File: src/rtl/xiyiji_seq.sv
// Wash-cycle sequencer: programs wash time, runs forward/pause/reverse/pause until time expires.
// Optional build macro XIYIJI_BEEP_EN makes the DONE alarm toggle on every 1 Hz tick.
module xiyiji_seq #(
  parameter int unsigned FWD_S    = 20,
  parameter int unsigned PAUSE_S  = 10,
  parameter int unsigned REV_S    = 20,
  parameter int unsigned ALARM_S  = 5,
  parameter int unsigned MAX_TIME = 59
) (
  input  logic       clk,
  input  logic       rst,
  input  logic       tick_1hz,
  input  logic       add_p,
  input  logic       start_p,
  input  logic       emergency_p,
  output logic       zheng,
  output logic       fan,
  output logic       ledzheng,
  output logic       ledfan,
  output logic       ledstop,
  output logic       alarm,
  output logic       running,
  output logic [5:0] count
);

  typedef enum logic [2:0] {
    S_IDLE, S_FWD, S_PAUSE1, S_REV, S_PAUSE2, S_HOLD, S_DONE
  } state_t;

  localparam logic [5:0] FWD_T   = 6'(FWD_S);
  localparam logic [5:0] PAUSE_T = 6'(PAUSE_S);
  localparam logic [5:0] REV_T   = 6'(REV_S);
  localparam logic [5:0] ALARM_T = 6'(ALARM_S);
  localparam logic [5:0] MAX_T   = 6'(MAX_TIME);

  state_t     state_q, state_d;
  state_t     saved_q, saved_d;
  logic [5:0] count_q, count_d;
  logic [5:0] timer_q, timer_d;
  logic       zheng_q, zheng_d;
  logic       fan_q, fan_d;
  logic       ledstop_q, ledstop_d;
  logic       alarm_q, alarm_d;
  logic       running_q, running_d;

  always_comb begin
    state_d = state_q;
    saved_d = saved_q;
    count_d = count_q;
    timer_d = timer_q;
    case (state_q)
      S_IDLE: begin
        if (start_p && count_q != 6'd0) begin
          state_d = S_FWD;
          timer_d = FWD_T;
        end else if (add_p) begin
          count_d = (count_q >= MAX_T) ? 6'd0 : count_q + 6'd1;
        end
      end
      S_FWD, S_PAUSE1, S_REV, S_PAUSE2: begin
        if (emergency_p) begin
          saved_d = state_q;
          state_d = S_HOLD;
        end else if (tick_1hz) begin
          count_d = count_q - 6'd1;
          timer_d = timer_q - 6'd1;
          // Wash expiry wins over a phase boundary landing on the same tick.
          if (count_q == 6'd1) begin
            state_d = S_DONE;
            timer_d = ALARM_T;
          end else if (timer_q == 6'd1) begin
            case (state_q)
              S_FWD:    begin state_d = S_PAUSE1; timer_d = PAUSE_T; end
              S_PAUSE1: begin state_d = S_REV;    timer_d = REV_T;   end
              S_REV:    begin state_d = S_PAUSE2; timer_d = PAUSE_T; end
              default:  begin state_d = S_FWD;    timer_d = FWD_T;   end
            endcase
          end
        end
      end
      S_HOLD: begin
        if (emergency_p) begin
          state_d = S_IDLE;
          count_d = 6'd0;
          timer_d = 6'd0;
        end else if (start_p) begin
          state_d = saved_q;
        end
      end
      S_DONE: begin
        if (emergency_p || start_p) begin
          state_d = S_IDLE;
          timer_d = 6'd0;
        end else if (tick_1hz) begin
          if (timer_q == 6'd1) begin
            state_d = S_IDLE;
            timer_d = 6'd0;
          end else begin
            timer_d = timer_q - 6'd1;
          end
        end
      end
      default: begin
        state_d = S_IDLE;
        count_d = 6'd0;
        timer_d = 6'd0;
      end
    endcase
  end

  // Outputs are decoded from the next state so they register together with it.
  always_comb begin
    zheng_d   = (state_d == S_FWD);
    fan_d     = (state_d == S_REV);
    ledstop_d = !(state_d == S_FWD || state_d == S_REV);
    running_d = (state_d == S_FWD) || (state_d == S_PAUSE1) ||
                (state_d == S_REV) || (state_d == S_PAUSE2);
`ifdef XIYIJI_BEEP_EN
    if (state_d != S_DONE)      alarm_d = 1'b0;
    else if (state_q != S_DONE) alarm_d = 1'b1;
    else if (tick_1hz)          alarm_d = ~alarm_q;
    else                        alarm_d = alarm_q;
`else
    alarm_d = (state_d == S_DONE);
`endif
  end

  always_ff @(posedge clk or negedge rst) begin
    if (!rst) begin
      state_q   <= S_IDLE;
      saved_q   <= S_FWD;
      count_q   <= 6'd0;
      timer_q   <= 6'd0;
      zheng_q   <= 1'b0;
      fan_q     <= 1'b0;
      ledstop_q <= 1'b1;
      alarm_q   <= 1'b0;
      running_q <= 1'b0;
    end else begin
      state_q   <= state_d;
      saved_q   <= saved_d;
      count_q   <= count_d;
      timer_q   <= timer_d;
      zheng_q   <= zheng_d;
      fan_q     <= fan_d;
      ledstop_q <= ledstop_d;
      alarm_q   <= alarm_d;
      running_q <= running_d;
    end
  end

  assign zheng    = zheng_q;
  assign fan      = fan_q;
  assign ledzheng = zheng_q;
  assign ledfan   = fan_q;
  assign ledstop  = ledstop_q;
  assign alarm    = alarm_q;
  assign running  = running_q;
  assign count    = count_q;

endmodule

File: config.mk
export PLATFORM = sky130hd
export DESIGN_NAME = xiyiji_seq
export DESIGN_NICKNAME = d
export VERILOG_FILES = /design/src/rtl/xiyiji_seq.sv
export SDC_FILE = /design/constraint.sdc
export NUM_CORES = 1
export LEC_CHECK = 0
export CAP_MARGIN = 20
export CORE_AREA = 2 2 55 62
export DETAILED_ROUTE_END_ITERATION = 10
export DIE_AREA = 0 0 57 64
export PLACE_DENSITY = 0.82
export SLEW_MARGIN = 0
export SYNTH_ARGS = -nofsm -noshare
export SYNTH_HDL_FRONTEND = slang
export SYNTH_SLANG_ARGS = --single-unit
File: constraint.sdc
create_clock -name clk -period 3.15 [get_ports clk]
set_clock_uncertainty 0.15 [all_clocks]
set_input_delay 0.315 -clock clk [delete_from_list [all_inputs] [get_ports clk]]
set_output_delay 0.315 -clock clk [all_outputs]
set_load 0.01 [all_outputs]
* Yosys cells after proc, flatten, opt, wreduce, memory -nomap -nowiden
Index checks and enable logic that the tools add are counted.
Storage, ports and cells: bits in registers 23, bits of input ports 6, output and inout bits 13, logic and storage cells 77
Cells by class: $add $sub $neg 3, $lt $le $gt $ge 1, equality and inequality tests 20, mux-type cells 29, bitwise gates (word level) 1, reductions and logical operators 14
Operators by type and width (number):
- 2-to-1 mux 6 bit | 14
- case mux 6 bit (4 select lines) | 2
- 2-to-1 mux 3 bit | 10
- == test 3 bit (second input constant) | 5
- == test 3 x 2 -> 1 bit (second input constant) | 4
- == test 6 x 1 -> 1 bit (second input constant) | 2
- != test 2 bit (second input constant) | 6
- case mux 3 bit (4 select lines) | 1
- subtractor 6 x 1 -> 6 bit (second input constant) | 2
- case mux 3 bit (3 select lines) | 1
- adder 6 x 1 -> 6 bit (second input constant) | 1
- == test 3 x 1 -> 1 bit (second input constant) | 2
- >= comparator 6 bit (second input constant) | 1
- AND reduction 6 bit | 1
- nonzero test 6 bit | 1
- logical OR 1 bit | 5
- 2-to-1 mux 5 bit | 1
- AND reduction 5 bit | 1
- OR reduction 4 bit | 1
- zero test 3 bit | 1
- != test 3 bit (second input constant) | 1
- AND reduction 2 bit | 1
- OR reduction 2 bit | 1
- logical AND 1 bit | 1
- other kinds (2) | 2

* Longest topological paths before layout
Gate-level depths: netlist of the first run.
depth in word-level cells 11, gate-level depth with buffers 8, mapped depth without buffers 8

* Worst setup path before layout of the first run
OpenSTA, ideal clock, no wires.
path type reg2reg, start point reg count_q[2], in the netlist count[2], end point reg count_q[4], in the netlist count[4], library setup time 134 ps, arrival time 1727 ps, required time 2866 ps, slack 1139 ps, cell stages (with the launch flop) 9, buffers on the path 2, period minus slack after synthesis 2011 ps, path through dfrtp_1 -> buf_2 -> nor4_4 -> a21boi_1 -> a2bb2oi_1 -> o21a_1 -> buf_2 -> o21ai_0 -> o31ai_1
Between the ends: word-level cells in the longest chain between the ends 5, elaborated cells on any way between the ends 13, those cells by class add/sub: 2; order compare: 1; eq/ne: 1; mux: 6; reduce/logical: 3
RTL lines:
- start: declaration | line 38 | logic [5:0] count_q, count_d;
- start signal: assignment | line 142 | count_q <= count_d;
- adder 6 x 1 -> 6 bit / >= comparator 6 bit (equally long branches) | line 57 | count_d = (count_q >= MAX_T) ? 6'd0 : count_q + 6'd1;
- 2-to-1 mux 6 bit | line 57
- 2-to-1 mux 6 bit | line 56 | end else if (add_p) begin
- 2-to-1 mux 6 bit | line 53 | if (start_p && count_q != 6'd0) begin
- case mux 6 bit (4 select lines) | line 51 | case (state_q)
Several ways; a longest one is shown, not always the timed one. The select of a mux whose other input is x is not followed. A chain may end at the register's enable or synchronous reset.

* Worst setup path in the final report of the first run
start point reg state_q[2], end point reg timer_q[4]
Between the ends: word-level cells in the longest chain between the ends 8, elaborated cells on any way between the ends 21, those cells by class eq/ne: 11; mux: 6; reduce/logical: 4
RTL lines:
- start: declaration | line 36 | state_t state_q, state_d;
- start signal: assignment | line 140 | state_q <= state_d;
- == test 3 x 2 -> 1 bit / == test 3 x 1 -> 1 bit (equally long branches) | line 51, 72
- OR reduction 2 bit (no line)
- 2-to-1 mux 5 bit | line 72 | case (state_q)
- 2-to-1 mux 6 bit | line 71 | end else if (timer_q == 6'd1) begin
- 2-to-1 mux 6 bit | line 68 | if (count_q == 6'd1) begin
- 2-to-1 mux 6 bit | line 64 | end else if (tick_1hz) begin
- 2-to-1 mux 6 bit | line 61 | if (emergency_p) begin
- case mux 6 bit (4 select lines) | line 51
- end signal: assignment | line 143 | timer_q <= timer_d;
- end: declaration | line 39 | logic [5:0] timer_q, timer_d;
Several ways; a longest one is shown, not always the timed one. The select of a mux whose other input is x is not followed.

==> reports/metrics.yaml, run 1 <==
antennaDiodeCount: 0
fmax_mhz: 402.8
overflow: 0
cp-start-kind: "flop"
placeableCoreArea_um2: 2995
syn-cell-area_um2: 1757
vias: 1662
avgRoutedWirePerCell_um: 16.01
clock-sinks: 23
crit_path_end_kind: "flop"
die_width_um: 57
slew-limit-headroom: 0.4955
drcViolationCount: 0
drt_first_iter_violations: 124
grt_util_all_layers: 0.2440
drive_above_1_share: 0.1273
yosysSeqAreaShare: 0.3291
drt-total-wl_um: 4066
synth_edf_count: 0
antenna_found_initial: 0
synth-simple-area-share: 0.2564
avgSynthCellArea_um2: 8.528
dp_hpwl_um: 2960
io_buffers: 18
irDropWorstVdd_uv: 636.8
async_flop_share: 1.000
synth_compound_area_frac: 0.2635
tritoncts: "yes"
htree_levels: 1
final_nets: 233
grt_max_degree: 25
synth_top_family_by_area: "compound AO/OA/AOI/OAI gates"
syn_nets: 218
postCtsHoldBufs: 0
finalCritPeriodShare: 0.7882
drt_pass1_iterations: 5
worstHoldPathType: "input port to async pin"
ys_types: 60
timing_worst_setup_path_type: "flop to flop"
clockBufferDepth: 2
cts_buffers: 3
final_area_um2: 1977
clock-root-buffer: "clkbuf_4"
synthMuxAreaShare: 0.02493
min_period_ps: 2483
drt-vias-per-instance: 6.543
synth_fa_ha_area_frac: 0.04274
placed_area_um2: 1932
maxCapViolations: 0
clk_latency_ps: 330
yosysWarnings: 0
fp-row-count: 21
synth-xor-area-share: 0.01994
place_congestion: 0.9035
dieHeight_um: 64
hold_violations: 0
clkTransAtPathRegs_ps: 140
status: "completed"
ant_nets: 0
area_delta_synth_final_pct: 12.54
cp.arrival_ps: 2570
required_ps: 3240
p_total_mw: 2.069
syn_inst: 206
grt_pass1_wl_um: 7293
post_cts_resized: 0
postCtsSetupBuffers: 0
ys_seq_elements: 23
ys.flop_type: "dfrtp_1"
finalMaxSlewViolations: 0
power_density_nw_per_um2: 1047
crit_fanout: 24
p_leak_nw: 0.7777
tns_ps: 0
setup_violations: 0
first_global_vias: 1666
dieArea_um2: 3648
io_pins: 19
fillers: 272
start_util: 0.5865
worst_pin_slew_ps: 756.7
rsz0062_at_grt: "no"
[metal layers]
metal / vias up / GRT usage / wire [µm]
met5: - / 0 / 0
met2: 84 / 0.4181 / 2021
met3: 12 / 0.02632 / 247
li1: 783 / - / -
met1: 783 / 0.3141 / 1710
met4: 0 / 0.09012 / 86
[worst max-delay path: stages (launching register included)]
cell     delay [ps]
dfrtp_1         860
inv_1           190
xnor2_1         510
o21ai_0         170
nand2_1         150
o32ai_1         100
a32o_1          260
[cell usage after synthesis, drive strengths merged (4+ instances only)]
| cell type | number | share of area |
|---|---|---|
| a211oi | 4 | 0.020 |
| a21oi | 17 | 0.051 |
| a31oi | 7 | 0.025 |
| buf | 8 | 0.026 |
| clkbuf | 4 | 0.014 |
| dfrtp | 21 | 0.30 |
| ha | 6 | 0.043 |
| inv | 11 | 0.024 |
| nand2 | 23 | 0.049 |
| nand3 | 5 | 0.014 |
| nor2 | 14 | 0.031 |
| nor2b | 4 | 0.016 |
| nor3 | 7 | 0.026 |
| o21ai | 18 | 0.053 |
| xnor2 | 4 | 0.020 |
[sequential cells by signal (all words and copies together) (netlist names)]
register / flops
count: 6
timer_q: 6
saved_q: 3
state_q: 3
alarm: 1
fan: 1
ledstop: 1
ledzheng: 1
running: 1
[layout by cell type, fill, tap and decap left out, types with 3 or more instances in the layout]
cell | synthesis | layout
dfrtp_1 | 21 | 21
ha_1 | 6 | 6
nor2b_1 | 3 | 3
nor2_1 | 13 | 13
o21ai_0 | 17 | 17
o22ai_1 | 3 | 3
a211oi_1 | 3 | 3
nand2_1 | 23 | 23
mux2_2 | 3 | 3
xnor2_1 | 4 | 4
nand2b_1 | 3 | 3
nor3_1 | 5 | 5
clkbuf_4 | 0 | 3
o21a_1 | 3 | 3
inv_1 | 10 | 10
o32ai_1 | 3 | 3
buf_4 | 2 | 3
nand3_1 | 5 | 5
a31oi_1 | 7 | 7
clkdlybuf4s50_1 | 0 | 18
a21oi_1 | 16 | 16
[power by group]
part | switching, mW | internal [mW] | leakage [nW]
Sequential | 0.181 | 0.416 | 0.288
Clock | 0.101 | 0.0486 | 0.0139
Combinational | 0.736 | 0.586 | 0.476
[through the flow]
stage                     worst slack, ps  std cells  utilization  hold slack, ps
final                               667.1        254       0.6600           188.0
after global routing                502.3        254       0.6600           233.1
after CTS                           726.8        253       0.6550           330.8
after detailed placement            602.6        249       0.6449           310.7
after global placement              696.2        249       0.6449           306.0
after floorplan                      1139        206            -          -130.6
[cell type report]
type	count	area, µm²	area share
Sequential cell	23	578.1	0.2924
Inverter	11	41.29	0.02089
Tap cell	34	42.54	0.02152
Clock buffer	3	22.52	0.01139
Timing Repair Buffer	22	217.7	0.1101
Clock inverter	1	7.507	0.003797
Multi-Input combinational cell	160	1067	0.5399
[path summary, 6_finish.rpt]
check,cells past startpoint,slack (ps),from,to
setup / recovery,6,670,state_q[2],timer_q[4]
hold / removal,1,190,rst,saved_q[1]
setup reg to reg,6,670,state_q[2],timer_q[4]
hold reg to reg,2,330,saved_q[0],saved_q[0]
max in group asynchronous,2,2180,rst,count[3]
min in group clk,2,330,saved_q[0],saved_q[0]
[logic make-up (layout without fill, tap and decap cells)]
kind of cell,Yosys count,after routing
flip-flops,23,23
multiplexers,4,4
XOR/XNOR,4,4
AND/OR/NAND/NOR,75,75
buffers and inverters,23,37
AO/OA/AOI/OAI,71,71
adder cells (fa/ha/maj),6,6
(Power assumes the default switching activity.)
==> run 2, diff against run 1 <==
CORE_AREA = 2 2 57 64   (was 2 2 55 62)
DIE_AREA = 0 0 59 66   (was 0 0 57 64)
PLACE_DENSITY = 0.77   (was 0.82)
clock period = 2.41 ns   (was 3.15 ns; I/O delays follow)
==> reports/metrics.yaml, run 2 (same netlist as run 1, synthesis figures left out) <==
status: "completed"  # unchanged
dpl.cell_count: 264  # was 249
reg2regPathDepth: 8  # was 6
fp-row-count: 22  # was 21
drcViolationCount: 0  # unchanged
clkTransAtPathRegs_ps: 150  # was 140 ps
p_leak_nw: 0.8316  # was 0.7777 nW
grt_pass1_wl_um: 7286  # was 7293 µm
final_nets: 245  # was 233
dieArea_um2: 3894  # was 3648 µm²
first_global_vias: 1591  # was 1666
setup_violations: 0  # unchanged
drive_above_1_share: 0.1810  # was 0.1273
post_cts_resized: 0  # unchanged
placed_area_um2: 2032  # was 1932 µm²
antennaDiodeCount: 0  # unchanged
dieHeight_um: 66  # was 64 µm
worst_pin_slew_ps: 502.6  # was 756.7 ps
overflow: 0  # unchanged
drt_pass1_iterations: 4  # was 5
timing_worst_setup_path_type: "flop to flop"  # unchanged
finalMaxSlewViolations: 0  # unchanged
clockBufferDepth: 2  # unchanged
reg2reg_from: "timer_q[1]"  # was state_q[2]
tns_ps: 0  # unchanged
htree_levels: 1  # unchanged
ant_nets: 0  # unchanged
pre_cts_ws_ps: 95.14  # was 602.6 ps
required_ps: 2500  # was 3240 ps
worstHoldPathType: "input port to async pin"  # unchanged
crit_fanout: 6  # was 24
min_period_ps: 2233  # was 2483 ps
io_pins: 19  # unchanged
io_buffers: 18  # unchanged
grt_util_all_layers: 0.2444  # was 0.2440
vias: 1689  # was 1662
instances_no_fill: 268  # was 254
irDropWorstVdd_uv: 742.5  # was 636.8 µV
fmax_mhz: 447.8  # was 402.8 MHz
slew-limit-headroom: 0.6639  # was 0.4955
tritoncts: "yes"  # unchanged
clk_latency_ps: 340  # was 330 ps
dp_hpwl_um: 3334  # was 2960 µm
antenna_found_initial: 0  # unchanged
drt-vias-per-instance: 6.302  # was 6.543
maxCapViolations: 0  # unchanged
avgRoutedWirePerCell_um: 16.05  # was 16.01 µm
hold_violations: 0  # unchanged
layout_commonest_cell: "nand2_1"  # unchanged
die_width_um: 59  # was 57 µm
p_total_mw: 2.855  # was 2.069 mW
final_area_um2: 2064  # was 1977 µm²
postCtsHoldBufs: 0  # unchanged
start_util: 0.5408  # was 0.5865
cts_buffers: 3  # unchanged
grt_max_degree: 23  # was 25
power_density_nw_per_um2: 1383  # was 1047 nW/µm²
postCtsSetupBuffers: 0  # unchanged
r2r-end: "alarm"  # was timer_q[4]
finalCritPeriodShare: 0.9266  # was 0.7882
placeableCoreArea_um2: 3248  # was 2995 µm²
post-route-util: 0.6356  # was 0.6600
worst_slack_ps: 177.0  # was 667.1 ps
rsz0062_at_grt: "no"  # unchanged
holdWs_ps: 63.14  # was 188.0 ps
cp.arrival_ps: 2320  # was 2570 ps
crit_path_end_kind: "flop"  # unchanged
area_delta_synth_final_pct: 17.52  # was 12.54%
rrSetupSlack_ps: 180  # was 670 ps
cp-start-kind: "flop"  # unchanged
final_cell_mix: "nand2_1, dfrtp_1, clkdlybuf4s50_1"  # unchanged
drt-total-wl_um: 4302  # was 4066 µm
clock-sinks: 23  # unchanged
drt_first_iter_violations: 65  # was 124
place_congestion: 0.9423  # was 0.9035
clock-root-buffer: "clkbuf_4"  # unchanged
==> run 2: cell count changes in the layout (fill, tap and decap cells not counted), sizes merged <==
cell	delta
buf	+12
==> run 2: how the worst max path moves through the flow <==
stage          slack, ps         from    endpoint
2_1_floorplan        400     count[2]    count[4]
4_1_cts              130   timer_q[1]     running
3_5_place_dp         100  emergency_p  timer_q[5]
6_report             180   timer_q[1]       alarm
5_1_grt               10     count[0]  timer_q[5]
3_3_place_gp         200      start_p    count[0]
==> run 2: power by group <==
group	leakage (nW)	switching [mW]	internal [mW]	total, mW
Clock	0.0139	0.135	0.0637	0.199
Combinational	0.532	1.03	0.873	1.90
Sequential	0.286	0.208	0.545	0.753
==> run 2: worst max-delay path: stages, from the launching register on <==
cell	delay [ps]
dfrtp_1	410
inv_1	100
ha_1	160
nor4b_4	320
a31oi_1	200
nand2b_1	190
a211oi_2	360
or2_1	190
nor3b_2	50
==> run 2: area by class of cell <==
cell class / instances / area (µm²)
Clock buffer: 3 / 22.52
Clock inverter: 1 / 7.507
Fill cell: 279 / 1184
Inverter: 11 / 41.29
Multi-Input combinational cell: 160 / 1069
Sequential cell: 23 / 579.3
Tap cell: 36 / 45.04
Timing Repair Buffer: 34 / 300.3
==> run 2: per-layer routing <==
metal	share of wire	up-vias	track usage
met2	0.51	53	0.4222
met1	0.44	815	0.3066
met4	0.022	0	0.09659
met3	0.035	11	0.02740
li1	-	810	-
met5	0	-	0
